$ cat config.mk
export PLATFORM = sky130hd
export DESIGN_NAME = control_suma_multipalabra
export DESIGN_NICKNAME = d
export VERILOG_FILES = /design/src/rtl/control_suma_multipalabra.sv
export SDC_FILE = /design/constraint.sdc
export NUM_CORES = 1
export LEC_CHECK = 0
export ABC_CLOCK_PERIOD_IN_PS = 3700
export CAP_MARGIN = 0
export CELL_PAD_IN_SITES_DETAIL_PLACEMENT = 1
export CELL_PAD_IN_SITES_GLOBAL_PLACEMENT = 2
export CORE_AREA = 2 2 133 135
export CTS_CLUSTER_DIAMETER = 80
export DETAILED_ROUTE_END_ITERATION = 8
export DIE_AREA = 0 0 135 137
export PLACE_DENSITY = 0.87
export SYNTH_ARGS = -nofsm -noshare
export SYNTH_HDL_FRONTEND = slang
export SYNTH_SLANG_ARGS = --single-unit
$ cat constraint.sdc
create_clock -name clk -period 3.7 [get_ports clk]
set_clock_uncertainty 0.15 [all_clocks]
set_input_delay 0.74 -clock clk [delete_from_list [all_inputs] [get_ports clk]]
set_output_delay 0.74 -clock clk [all_outputs]
set_load 0.02 [all_outputs]
$ cat src/rtl/control_suma_multipalabra.sv
// -----------------------------------------------------------------------------
// control_suma_multipalabra
//
// Multi-precision add/subtract sequencer. A WORDS*N-bit sum or difference is
// computed one N-bit word per cycle through a single sumadorNbits instance.
// A registered carry chains the words from the least significant word to the
// most significant word. This keeps the critical path to one N-bit ripple
// instead of a full-width adder.
//
// Parameters:
//   N      word width handled per cycle (default 8)
//   WORDS  number of words, operand width W = N*WORDS (default 4, >= 1)
//
// Ports:
//   clk    rising-edge clock
//   rst    synchronous active-high reset
//   start  operation request, sampled only while idle
//   op     0 = A+B, 1 = A-B, latched with start
//   A, B   W-bit operands, latched with start
//   busy   high while words are being processed
//   done   one-cycle pulse, Q/Cout/V are valid
//   Q      W-bit result register
//   Cout   carry out of the top word (for subtract, 1 = no borrow)
//   V      two's-complement overflow of the full W-bit result
// -----------------------------------------------------------------------------

// One N-bit ripple adder slice with carry in and carry out.
module sumadorNbits #(
    parameter int N = 8
) (
    input  logic [N-1:0] a,
    input  logic [N-1:0] b,
    input  logic         cin,
    output logic [N-1:0] s,
    output logic         cout
);

    always_comb begin
        {cout, s} = {1'b0, a} + {1'b0, b} + {{N{1'b0}}, cin};
    end

endmodule

module control_suma_multipalabra #(
    parameter int N     = 8,
    parameter int WORDS = 4
) (
    input  logic               clk,
    input  logic               rst,
    input  logic               start,
    input  logic               op,
    input  logic [N*WORDS-1:0] A,
    input  logic [N*WORDS-1:0] B,
    output logic               busy,
    output logic               done,
    output logic [N*WORDS-1:0] Q,
    output logic               Cout,
    output logic               V
);

    localparam int W    = N * WORDS;
    localparam int IDXW = (WORDS > 1) ? $clog2(WORDS) : 1;
    localparam logic [IDXW-1:0] IDX_LAST = IDXW'(WORDS - 1);

    typedef enum logic [1:0] {
        IDLE = 2'd0,
        RUN  = 2'd1,
        DONE = 2'd2
    } state_t;

    state_t          state;
    state_t          state_next;

    logic [W-1:0]    a_r;
    logic [W-1:0]    b_r;
    logic [IDXW-1:0] idx;
    logic            carry;

    logic [N-1:0]    a_word;
    logic [N-1:0]    b_word;
    logic [N-1:0]    sum_word;
    logic            sum_cout;
    logic            last_word;

    // Word selection: only an N-bit mux sits in front of the adder, so there
    // is never a W-bit combinational path. b_r already holds ~B for subtract
    // and the initial carry supplies the +1.
    always_comb begin
        a_word = '0;
        b_word = '0;
        for (int w = 0; w < WORDS; w++) begin
            if (idx == IDXW'(w)) begin
                a_word = a_r[w*N +: N];
                b_word = b_r[w*N +: N];
            end
        end
    end

    assign last_word = (idx == IDX_LAST);

    sumadorNbits #(.N(N)) u_sumador (
        .a   (a_word),
        .b   (b_word),
        .cin (carry),
        .s   (sum_word),
        .cout(sum_cout)
    );

    // State register.
    always_ff @(posedge clk) begin
        if (rst) begin
            state <= IDLE;
        end else begin
            state <= state_next;
        end
    end

    // Next-state logic. DONE always returns to IDLE so a held start is
    // accepted again only one cycle later.
    always_comb begin
        state_next = state;
        unique case (state)
            IDLE:    if (start) state_next = RUN;
            RUN:     if (last_word) state_next = DONE;
            DONE:    state_next = IDLE;
            default: state_next = IDLE;
        endcase
    end

    // Status outputs decoded purely from the state.
    always_comb begin
        busy = 1'b0;
        done = 1'b0;
        unique case (state)
            RUN:     busy = 1'b1;
            DONE:    done = 1'b1;
            default: ;
        endcase
    end

    // Datapath: operand latch, word counter, carry chain and result registers.
    // Cout and V are only updated on the final word so they hold the previous
    // result until the new one is complete; idx is cleared there instead of
    // wrapping.
    always_ff @(posedge clk) begin
        if (rst) begin
            a_r   <= '0;
            b_r   <= '0;
            idx   <= '0;
            carry <= 1'b0;
            Q     <= '0;
            Cout  <= 1'b0;
            V     <= 1'b0;
        end else begin
            unique case (state)
                IDLE: begin
                    if (start) begin
                        a_r   <= A;
                        b_r   <= op ? ~B : B;
                        carry <= op;
                        idx   <= '0;
                    end
                end
                RUN: begin
                    for (int w = 0; w < WORDS; w++) begin
                        if (idx == IDXW'(w)) begin
                            Q[w*N +: N] <= sum_word;
                        end
                    end
                    carry <= sum_cout;
                    if (last_word) begin
                        Cout <= sum_cout;
                        V    <= (a_word[N-1] == b_word[N-1]) &&
                                (sum_word[N-1] != a_word[N-1]);
                        idx  <= '0;
                    end else begin
                        idx  <= idx + 1'b1;
                    end
                end
                default: ;
            endcase
        end
    end

endmodule

==> results.yml <==
floorplan:
  top_level_ports: 104
  die_h_um: 137
  dieArea_um2: 18500
  rows: 48
  die_w_um: 135
  core_area_um2: 17060
  start_util_pct: 28.70
worst_setup_path:
  r2r-start: "idx[1]"
  reg2reg_to: "Q[30]"
  path_cells: "inv_1 > ha_1 > buf_4 > nand3b_1 > a21oi_1 > a21oi_1 > o21ai_0 > ha_1 > nor2b_4 > o31a_1 > o311ai_2 > nand2_1 > a21oi_1"
  crit_slowest_cell: "o311ai_2"
  critPathLaunch: "idx[1]"
  reg2reg_setup_slack_ns: 0.26
  slowest_delay_ns: 0.42
  timing_worst_setup_path_type: "reg2reg"
  required_ns: 3.84
  end_kind: "flop"
  cp-start-kind: "flop"
  reg2reg_depth: 13
  crit_end: "Q[30]"
  crit_top_cell: "a21oi_1"
  cp.arrival_ns: 3.58
  critPathMaxFanout: 19
yosys:
  synthAdderAreaFrac_pct: 3.629
  synth_top_area_share_pct: 42.12
  ys_top_cells_by_count: "133 x nand2_1, 103 x dfxtp_1, 86 x a21oi_1, 60 x nor2_1, 41 x a211oi_1"
  netlist_area_um2: 4896
  yosysMostFrequentCell: "nand2_1"
  synth_fp_nets: 696
  synth.distinct_cells: 37
  synth_edf_count: 0
  yosysWarnings: 0
  syn_inst: 615
  synth_top_family_by_area: "simple AND/OR/NAND/NOR gates"
  synthTopCellsByArea: "dfxtp_1 42%, nand2_1 10%, a21oi_1 8.8%, a211oi_1 6.3%, xnor2_1 5.9%"
  synth_compound_area_share_pct: 20.78
  syn_area_per_cell_um2: 7.961
  synth_xor_area_share_pct: 6.261
  yosys_most_used_dff: "dfxtp_1"
  synth.area.mux_share_pct: 0.4600
  ys_ff_latch: 103
  ys_seq_area_share_pct: 42.12
  postSynth.asyncResetShare_pct: 0
  synthSimpleGateAreaFrac_pct: 22.00
  synth_top_area_cell: "dfxtp_1"
timing:
  tightest_slew_ns: 0.8983
  slew_headroom_pct: 40.11
  finalSetupViolations: 0
  grt_setup_unrepaired: "false"
  tns_ns: 0
  slew_violations: 0
  fmax_ghz: 0.2905
  whs_ns: 0.3096
  fin_crit_sh_pct: 93.05
  period_minus_slack_ns: 3.443
  hold_viol: 0
power:
  leakage_nw: 2.202
  p_per_area_nw_per_um2: 432.7
  ir_drop_v: 0.0002416
layout:
  drive_gt1_share_pct: 4.755
  final_nets: 770
  instances_no_fill: 919
  design_area_um2: 6394
  diodes: 0
  syn_to_final_growth_pct: 30.59
  finish.utilization_pct: 37.49
cts:
  clock_latency_ns: 0.36
  cts_buffer_depth: 2
  cts.sinks: 103
  cts.clk_slew.worst_paths_ns: 0.07
  ctsRootBufferMaster: "clkbuf_16"
  cts_made_buffers: 9
  cts_tree: "done"
  htree_levels: 3
routing:
  drc: 0
  wl_um: 14650
  first_iter_violations: 257
  first_pass_iters: 4
  dr_total_vias: 4469
  postRouteAntennaNets: 0
  vias_per_cell: 4.863
  post_drt_wl_per_cell_um: 15.94
global_route:
  grt_usage_pct: 16.19
  grt_pass1_wl_um: 23210
  first_global_vias: 4586
  grt_overflow: 0
  grt_max_degree: 67
  grt_antenna_before_repair: 0
outcome:
  outcome: "finished clean"
worst_hold_path:
  holdCritPathClass: "reg2reg"
place:
  dp_hpwl_um: 10810
  portBuffers: 103
  routabilityCongestion: 0.7703
  place_area_um2: 6068
  dpl.cell_count: 903
flow_run:
  cap_violations: 0
[through the flow]
step / power, W / worst slack (ns)
floorplan: 0.001548 / 0.7154
global placement: 0.001728 / 0.4312
CTS: 0.002792 / 0.2713
global route: 0.002889 / 0.03624
finish: 0.002766 / 0.2571
detailed placement: 0.001749 / 0.3000
[state kept, by name (all words and copies together), names as in the netlist]
name	count
idx	2
b_r	32
V	1
carry	1
state	2
a_r	32
Q	32
Cout	1
[what timing repair did]
action | 4_1_cts | 5_1_grt
setup buffers | 0 | 0
gates resized for setup | 0 | 1
endpoints found under the setup margin | 0 | 3
hold buffers | 0 | 0
[where the power goes]
part	leakage, nW	switching [W]	internal, W
Clock	0.160	0.000431	0.000612
Sequential	0.844	0.0000417	0.00118
Combinational	1.20	0.000283	0.000224
[metal layers]
metal	up-vias	track usage (%)	routed length [um]
li1	2236	-	-
met1	2115	19.52	6602
met2	101	28.29	7153
met3	17	4.259	649
met4	0	4.861	246
met5	-	0	0
[final cells by class]
| cell class | count | area, um2 |
|---|---|---|
| clock buffer | 11 | 242.7 |
| clock inverter | 5 | 78.83 |
| fill | 2056 | 10660 |
| inverter | 5 | 18.77 |
| multi-input combinational | 458 | 2606 |
| sequential | 103 | 2062 |
| tap | 225 | 281.5 |
| timing repair buffer | 112 | 1104 |
[critical path: cells and delay by family (launching register included)]
kind,cells,cell delay [ns]
simple gates,3,0.45
buf+inv,2,0.36
compound gates,6,1.35
flops,1,0.38
fa+ha+maj,2,0.69
[kinds of logic after synthesis]
kind of cell,count (synthesis)
simple gates,242
compound gates,166
flops,103
buf+inv,54
xor+xnor,35
fa+ha+maj,13
mux,2
[cell usage in the layout (no fill, tap or decap), types with 2 or more instances in the layout]
master / count
nand2_1: 133
mux2_2: 2
o21ai_0: 12
clkinv_2: 2
o31ai_1: 8
xnor2_1: 33
xor2_1: 2
clkdlybuf4s50_1: 101
nand3b_1: 28
a21oi_1: 85
and2_1: 4
o21ai_1: 3
clkbuf_16: 9
inv_1: 5
nor2b_1: 2
nor2_1: 60
nand2b_1: 7
o211ai_1: 6
a21o_1: 3
a211oi_1: 41
fa_1: 2
bufinv_16: 2
ha_1: 11
dfxtp_1: 103
buf_4: 9
[worst min path at each step]
| stage | startpoint | cells after the start | slack (ns) | endpoint |
|---|---|---|---|---|
| floorplan | a_r[23] | 2 | 0.28 | a_r[23] |
| detailed placement | a_r[27] | 2 | 0.30 | a_r[27] |
| CTS | a_r[27] | 2 | 0.31 | a_r[27] |
| finish | Q[10] | 2 | 0.31 | Q[10] |
| global placement | Q[2] | 2 | 0.30 | Q[2] |
| global route | a_r[28] | 2 | 0.33 | a_r[28] |
(Power assumes the default switching activity.)
